<file path="config.mk">
export PLATFORM = sky130hd
export DESIGN_NAME = draw_layer_arbiter
export DESIGN_NICKNAME = d
export VERILOG_FILES = /design/src/rtl/draw_layer_arbiter.sv
export SDC_FILE = /design/constraint.sdc
export NUM_CORES = 1
export LEC_CHECK = 0
export ABC_AREA = 0
export CAP_MARGIN = 40
export CELL_PAD_IN_SITES_DETAIL_PLACEMENT = 1
export CELL_PAD_IN_SITES_GLOBAL_PLACEMENT = 1
export CORE_MARGIN = 8
export CORE_UTILIZATION = 32
export DETAILED_ROUTE_END_ITERATION = 10
export PLACE_DENSITY = 0.88
export SYNTH_ARGS = -nofsm -noshare
export SYNTH_HDL_FRONTEND = slang
export SYNTH_SLANG_ARGS = --single-unit
</file>
<file path="constraint.sdc">
create_clock -name CLK -period 2.1 [get_ports CLK]
set_clock_uncertainty 0.1 [all_clocks]
set_input_delay 0.315 -clock CLK [delete_from_list [all_inputs] [get_ports CLK]]
set_output_delay 0.315 -clock CLK [all_outputs]
set_load 0.05 [all_outputs]
</file>
<file path="src/rtl/draw_layer_arbiter.sv">
// draw_layer_arbiter
// Priority compositor for the VGA object drawers. Picks the highest-priority
// enabled drawer each pixel and registers its colour. Also accumulates, per
// frame, which layers the player layer overlapped. Layer enable masks take
// effect only on frame boundaries.
module draw_layer_arbiter #(
  parameter int unsigned N_LAYERS   = 4,
  parameter int unsigned PLAYER_IDX = 0,
  parameter logic [7:0]  BG_RGB     = 8'h00,
  localparam int unsigned IW = (N_LAYERS > 1) ? $clog2(N_LAYERS) : 1
) (
  input  logic                    CLK,
  input  logic                    RESETn,
  input  logic                    startOfFrame,
  input  logic [N_LAYERS-1:0]     draw_req,
  input  logic [8*N_LAYERS-1:0]   rgb_in,
  input  logic [N_LAYERS-1:0]     layer_en_next,
  input  logic                    layer_en_load,
  output logic [7:0]              mVGA_RGB,
  output logic                    drawing_request,
  output logic [IW-1:0]           winner_idx,
  output logic [N_LAYERS-1:0]     collision,
  output logic                    collision_valid
);

  // Every layer except the player can be hit by the player.
  localparam logic [N_LAYERS-1:0] NP_MASK =
    ~({{(N_LAYERS-1){1'b0}}, 1'b1} << PLAYER_IDX);

  typedef enum logic [0:0] {
    WAIT_SOF = 1'b0,
    RUN      = 1'b1
  } state_t;

  state_t              state_q;
  logic [N_LAYERS-1:0] active_q;
  logic [N_LAYERS-1:0] pend_q;
  logic [N_LAYERS-1:0] accum_q;
  logic [N_LAYERS-1:0] coll_q;
  logic                coll_valid_q;
  logic [7:0]          rgb_q;
  logic                dreq_q;
  logic [IW-1:0]       win_q;

  logic [N_LAYERS-1:0] eff_s;
  logic [N_LAYERS-1:0] hit_s;
  logic [N_LAYERS-1:0] sof_mask_s;
  logic [IW-1:0]       win_s;
  logic [7:0]          rgb_sel_s;
  logic                any_s;

  // Effective requests, priority winner (lowest index), collision hits and
  // the mask that becomes active at a frame start.
  always_comb begin
    eff_s = draw_req & active_q;
    win_s = {IW{1'b0}};
    for (int k = N_LAYERS - 1; k >= 0; k--) begin
      win_s = eff_s[k] ? IW'(k) : win_s;
    end
    any_s     = |eff_s;
    rgb_sel_s = rgb_in[{win_s, 3'b000} +: 8];
    hit_s     = eff_s & {N_LAYERS{eff_s[PLAYER_IDX]}} & NP_MASK;
    if (layer_en_load) begin
      sof_mask_s = layer_en_next;
    end else begin
      sof_mask_s = pend_q;
    end
  end

  // Frame FSM, mask staging, pixel output and collision accumulation.
  always_ff @(posedge CLK or negedge RESETn) begin
    if (!RESETn) begin
      state_q      <= WAIT_SOF;
      active_q     <= {N_LAYERS{1'b1}};
      pend_q       <= {N_LAYERS{1'b1}};
      accum_q      <= {N_LAYERS{1'b0}};
      coll_q       <= {N_LAYERS{1'b0}};
      coll_valid_q <= 1'b0;
      rgb_q        <= BG_RGB;
      dreq_q       <= 1'b0;
      win_q        <= {IW{1'b0}};
    end else begin
      if (layer_en_load) begin
        pend_q <= layer_en_next;
      end
      if (startOfFrame) begin
        active_q <= sof_mask_s;
      end
      case (state_q)
        WAIT_SOF: begin
          // Outputs keep their reset values until the first frame starts.
          coll_valid_q <= 1'b0;
          if (startOfFrame) begin
            state_q <= RUN;
            accum_q <= {N_LAYERS{1'b0}};
          end
        end
        RUN: begin
          rgb_q  <= any_s ? rgb_sel_s : BG_RGB;
          dreq_q <= any_s;
          win_q  <= win_s;
          if (startOfFrame) begin
            // The SOF pixel belongs to the new frame.
            coll_q       <= accum_q;
            accum_q      <= hit_s;
            coll_valid_q <= 1'b1;
          end else begin
            accum_q      <= accum_q | hit_s;
            coll_valid_q <= 1'b0;
          end
        end
        default: begin
          state_q <= WAIT_SOF;
        end
      endcase
    end
  end

  assign mVGA_RGB        = rgb_q;
  assign drawing_request = dreq_q;
  assign winner_idx      = win_q;
  assign collision       = coll_q;
  assign collision_valid = coll_valid_q;

endmodule

</file>
# == After elaboration in Yosys (flattened, before gate mapping) ==
# Cells that the tools add are included.
# word_totals
ff_bits,29
input_bits,44
output_inout_bits,16
elab_cells,29
# classes
n_eq_ne,1
shifts,1
muxes,12
bitwise,4
reduce_logical,2
# op_table
cell,n
32-bit by 6-bit variable part select with 8-bit output,1
4-bit 2-to-1 mux,3
4-bit bitwise AND,2
2-bit 2-to-1 mux,4
8-bit 2-to-1 mux,1
4-bit one-hot mux with 2 select lines,1
4-bit OR,1
4-bit OR reduction,1
1-bit 2-to-1 mux,2
"2-bit inequality test, second input constant",1
1-bit one-hot mux with 2 select lines,1
2-bit AND reduction,1
1-bit inverter,1

# == Longest topological paths before layout ==
# logic_depth
word_depth,7
depth_mapped,5
depth_no_buf,3

# == Worst setup path after synthesis ==
# Ideal clock, no wire load.
# synth_timing
path_type,input port to flip-flop
from,in draw_req[1]
to,"reg rgb_q[0], in the netlist mVGA_RGB[0]"
setup_ns,0.136
arrival_time_ns,1.371
required_ns,1.864
path_slack_ns,0.493
stages,4
path_buffers,1
cell_sequence,buf_6 -> a222oi_1 -> a311o_2 -> a221oi_2
# synth_via
elab_chain_cells,5
elab_cells_between_ends,6
classes_between,shift: 1; mux: 3; bitwise: 1; reduce/logical: 1
# synth_lines
element,line,source
start: declaration,15,"input logic [N_LAYERS-1:0] draw_req,"
4-bit bitwise AND (*),55,eff_s = draw_req & active_q;
2-bit 2-to-1 mux (2 in series),58,win_s = eff_s[k] ? IW'(k) : win_s;
32-bit by 6-bit variable part select with 8-bit output,61,"rgb_sel_s = rgb_in[{win_s, 3'b000} +: 8];"
8-bit 2-to-1 mux (*),99,rgb_q <= any_s ? rgb_sel_s : BG_RGB;
end signal: assignment,99,
end: declaration,41,logic [7:0] rgb_q;
# Every way passes the cells marked *; elsewhere a longest branch is shown, timed or not.
# A chain may end at the register's enable or synchronous reset.

# == Worst setup path in the final report ==
# layout_timing
from,"reg rgb_q[4], in the netlist mVGA_RGB[4]"
to,out mVGA_RGB[4]
# layout_lines
element,line,source
end: declaration,19,"output logic [7:0] mVGA_RGB,"
# No word-level cell between the ends.

==> metrics <==
Port-buffer cells 58; Seq/Total Area, Yosys 45.2%; Die X-Extent 84.8 µm; number of vias after detailed routing 1,337; Die Area 7200 µm²; number of detailed-route iterations in the first pass 4; reported max-cap violation count 0; Mean Syn Cell Area 10.8 µm²; count of endpoints failing hold in the final timing report 0; Rel. slew slack 60.7%; most frequent cells in the layout clkdlybuf4s50_1, nor2_1, dfrtp_1; highest net fanout along the worst path 2; cell area after synthesis 1520 µm²; largest net degree at the start of global routing 28; wirelength, routed 4710 µm; height of the die 84.8 µm; detail-routed via count per cell 5.33; area after detailed placement 2110 µm²; Cells after Synth 140; Core Region 4660 µm²; Post-synth ARST share 100%; outcome finished clean; Max Slew Vio Count 0; worst-case clock buffer depth 2; Power Dens Cells 716 nW/µm²; DPL Wire Length 3580 µm; cell with the largest stage delay on the worst path clkdlybuf4s50_1; initial antenna violation count 0; Sink Count 27; post-synthesis cell type count 32; crit path buf inv count 1; number of flip-flops and latches in the synthesized netlist 27; routability-driven placement congestion ratio 0.750; gr ovfl total 0; Antenna Violating Nets Remaining 0; number of enable flip-flop cells after synthesis 0; final instance area 2160 µm²; detail-routed net length per standard cell 18.7 µm; startpoint-to-endpoint class of the critical path reg -> out; CTS tree built; cell at the root of the clock tree clkbuf_8; Worst Tran Pin Value 0.590 ns; number of antenna diodes 0; total placed cells including tap cells 246; net total in the final layout 242; hold crit path type in -> async; worst-skew pair later-pin latency 0.27 ns; shortest clock period the worst path allows after layout 1.88 ns; yosys synthesis warning count 0; most frequent standard cell in the layout excluding fill and tap cells clkdlybuf4s50_1; I/O pin total 60; starting density of the core 32.5%; chain of cells forming the critical path clkdlybuf4s50_1; DRC violation count after routing 0; number of global-route vias before repair 1,505; share of post-route cells with drive strength above 1 22.3%; nature of the critical path startpoint flop; number of H-tree levels 1; First DRT Iteration DRCs 97; highest cell delay on the worst timing path 0.81 ns; Area Growth Syn to Fin 42.6%; required time reported for the critical path endpoint 1.68 ns; Final TNS setup 0 ns; number of inserted filler cells in the final layout 521; Final Hold Slack 0.307 ns; critical path endpoint category primary output; GRT Overall Usage 13.7%; RSZ-0062 raised after global routing no; Peak VDD IR 313 µV; # rows 25; post-cts hold buffer count 0; cell family contributing the most delay on the critical path buffers and inverters; Worst EP arrival 1.47 ns; final setup violating endpoints 0; number of buffers created by CTS 3; top flip-flop cell by instance count after synthesis dfrtp_1; Final Instance Count excl. Fillers 251; first-pass GRT wire length 7910 µm; Post-Syn Nets 184; Fmax achieved 531 MHz; leakage power 0.866 nW; clock-pin transition on the worst setup and hold timing paths 0.10 ns; overall power after layout 0.00155 W; post-route clock period utilization 89.6%
## worst paths after layout
kind	startpoint	to	slack [ns]	cells past startpoint
max in group asynchronous	RESETn	active_q[0]	1.29	2
setup / recovery	mVGA_RGB[4]	mVGA_RGB[4]	0.22	1
min in group CLK	accum_q[1]	accum_q[1]	0.40	1
hold reg to reg	accum_q[1]	accum_q[1]	0.40	1
hold / removal	RESETn	collision[1]	0.31	2
setup reg to reg	active_q[0]	mVGA_RGB[4]	0.29	3
## flip-flops by register name, summed over array words and instances (netlist names)
register / count
drawing_request: 1
collision_valid: 1
state_q: 1
accum_q: 3
pend_q: 4
collision: 3
mVGA_RGB: 8
winner_idx: 2
active_q: 4
## cells in the mapped netlist, types with 2 or more instances
library cell | count | share of area, %
clkbuf_1 | 2 | 0.50
and2_1 | 2 | 0.82
a21boi_0 | 8 | 4.0
nand2_1 | 5 | 1.2
a221oi_2 | 8 | 7.9
mux2_2 | 7 | 5.2
a311o_2 | 8 | 5.9
dfrtp_1 | 19 | 31
o31ai_1 | 8 | 4.0
nand3b_1 | 8 | 4.0
nor2_1 | 21 | 5.2
inv_1 | 11 | 2.7
o21ai_0 | 2 | 0.66
dfstp_2 | 8 | 14
o2bb2ai_1 | 2 | 1.2
buf_6 | 4 | 3.0
buf_4 | 2 | 0.99
## report_power, final
group / leakage (nW) / internal [W] / total, W / switching, W
Clock: 0.0217 / 0.000135 / 0.000301 / 0.000166
Sequential: 0.316 / 0.000602 / 0.000658 / 0.0000559
Combinational: 0.528 / 0.000261 / 0.000588 / 0.000328
## what timing repair did
| item | in CTS | in global routing |
|---|---|---|
| buffers inserted | 0 | 1 |
| setup endpoints to repair | 0 | 8 |
| gates resized for setup | 0 | 0 |
## per-layer routing
metal / track usage, % / vias up / routed length (µm)
met4: 2.43 / 0 / 17
met3: 5.02 / 2 / 333
met1: 16.2 / 673 / 2080
met2: 23.3 / 43 / 2270
met5: 0 / - / 0
li1: - / 619 / -
## cell type report
cell class | instances | area, µm² | share of cell area, %
Multi-Input combinational cell | 90 | 686 | 31.7
Timing Repair Buffer | 65 | 633 | 29.3
Inverter | 11 | 41.3 | 1.91
Clock inverter | 1 | 7.51 | 0.347
Sequential cell | 27 | 686 | 31.7
Clock buffer | 3 | 41.3 | 1.91
Tap cell | 54 | 67.6 | 3.13
## metrics by stage
step,worst slack (ns),util [%]
after global routing,0.0905,46.4
after detailed placement,-0.183,45.2
after CTS,0.101,46.2
after global placement,-0.184,45.2
final,0.218,46.4
after floorplan,0.493,-
## kinds of logic (layout without fill, tap and decap cells)
| family | after synthesis | after routing | share of synthesized area, % |
|---|---|---|---|
| and+or+nand+nor | 41 | 41 | 13.4 |
| muxes | 7 | 7 | 5.20 |
| other | 1 | 1 | 0.247 |
| DFF | 27 | 27 | 45.2 |
| buffers and inverters | 23 | 80 | 9.57 |
| AOI/OAI and AO/OA | 41 | 41 | 26.4 |
(Power assumes the default switching activity.)
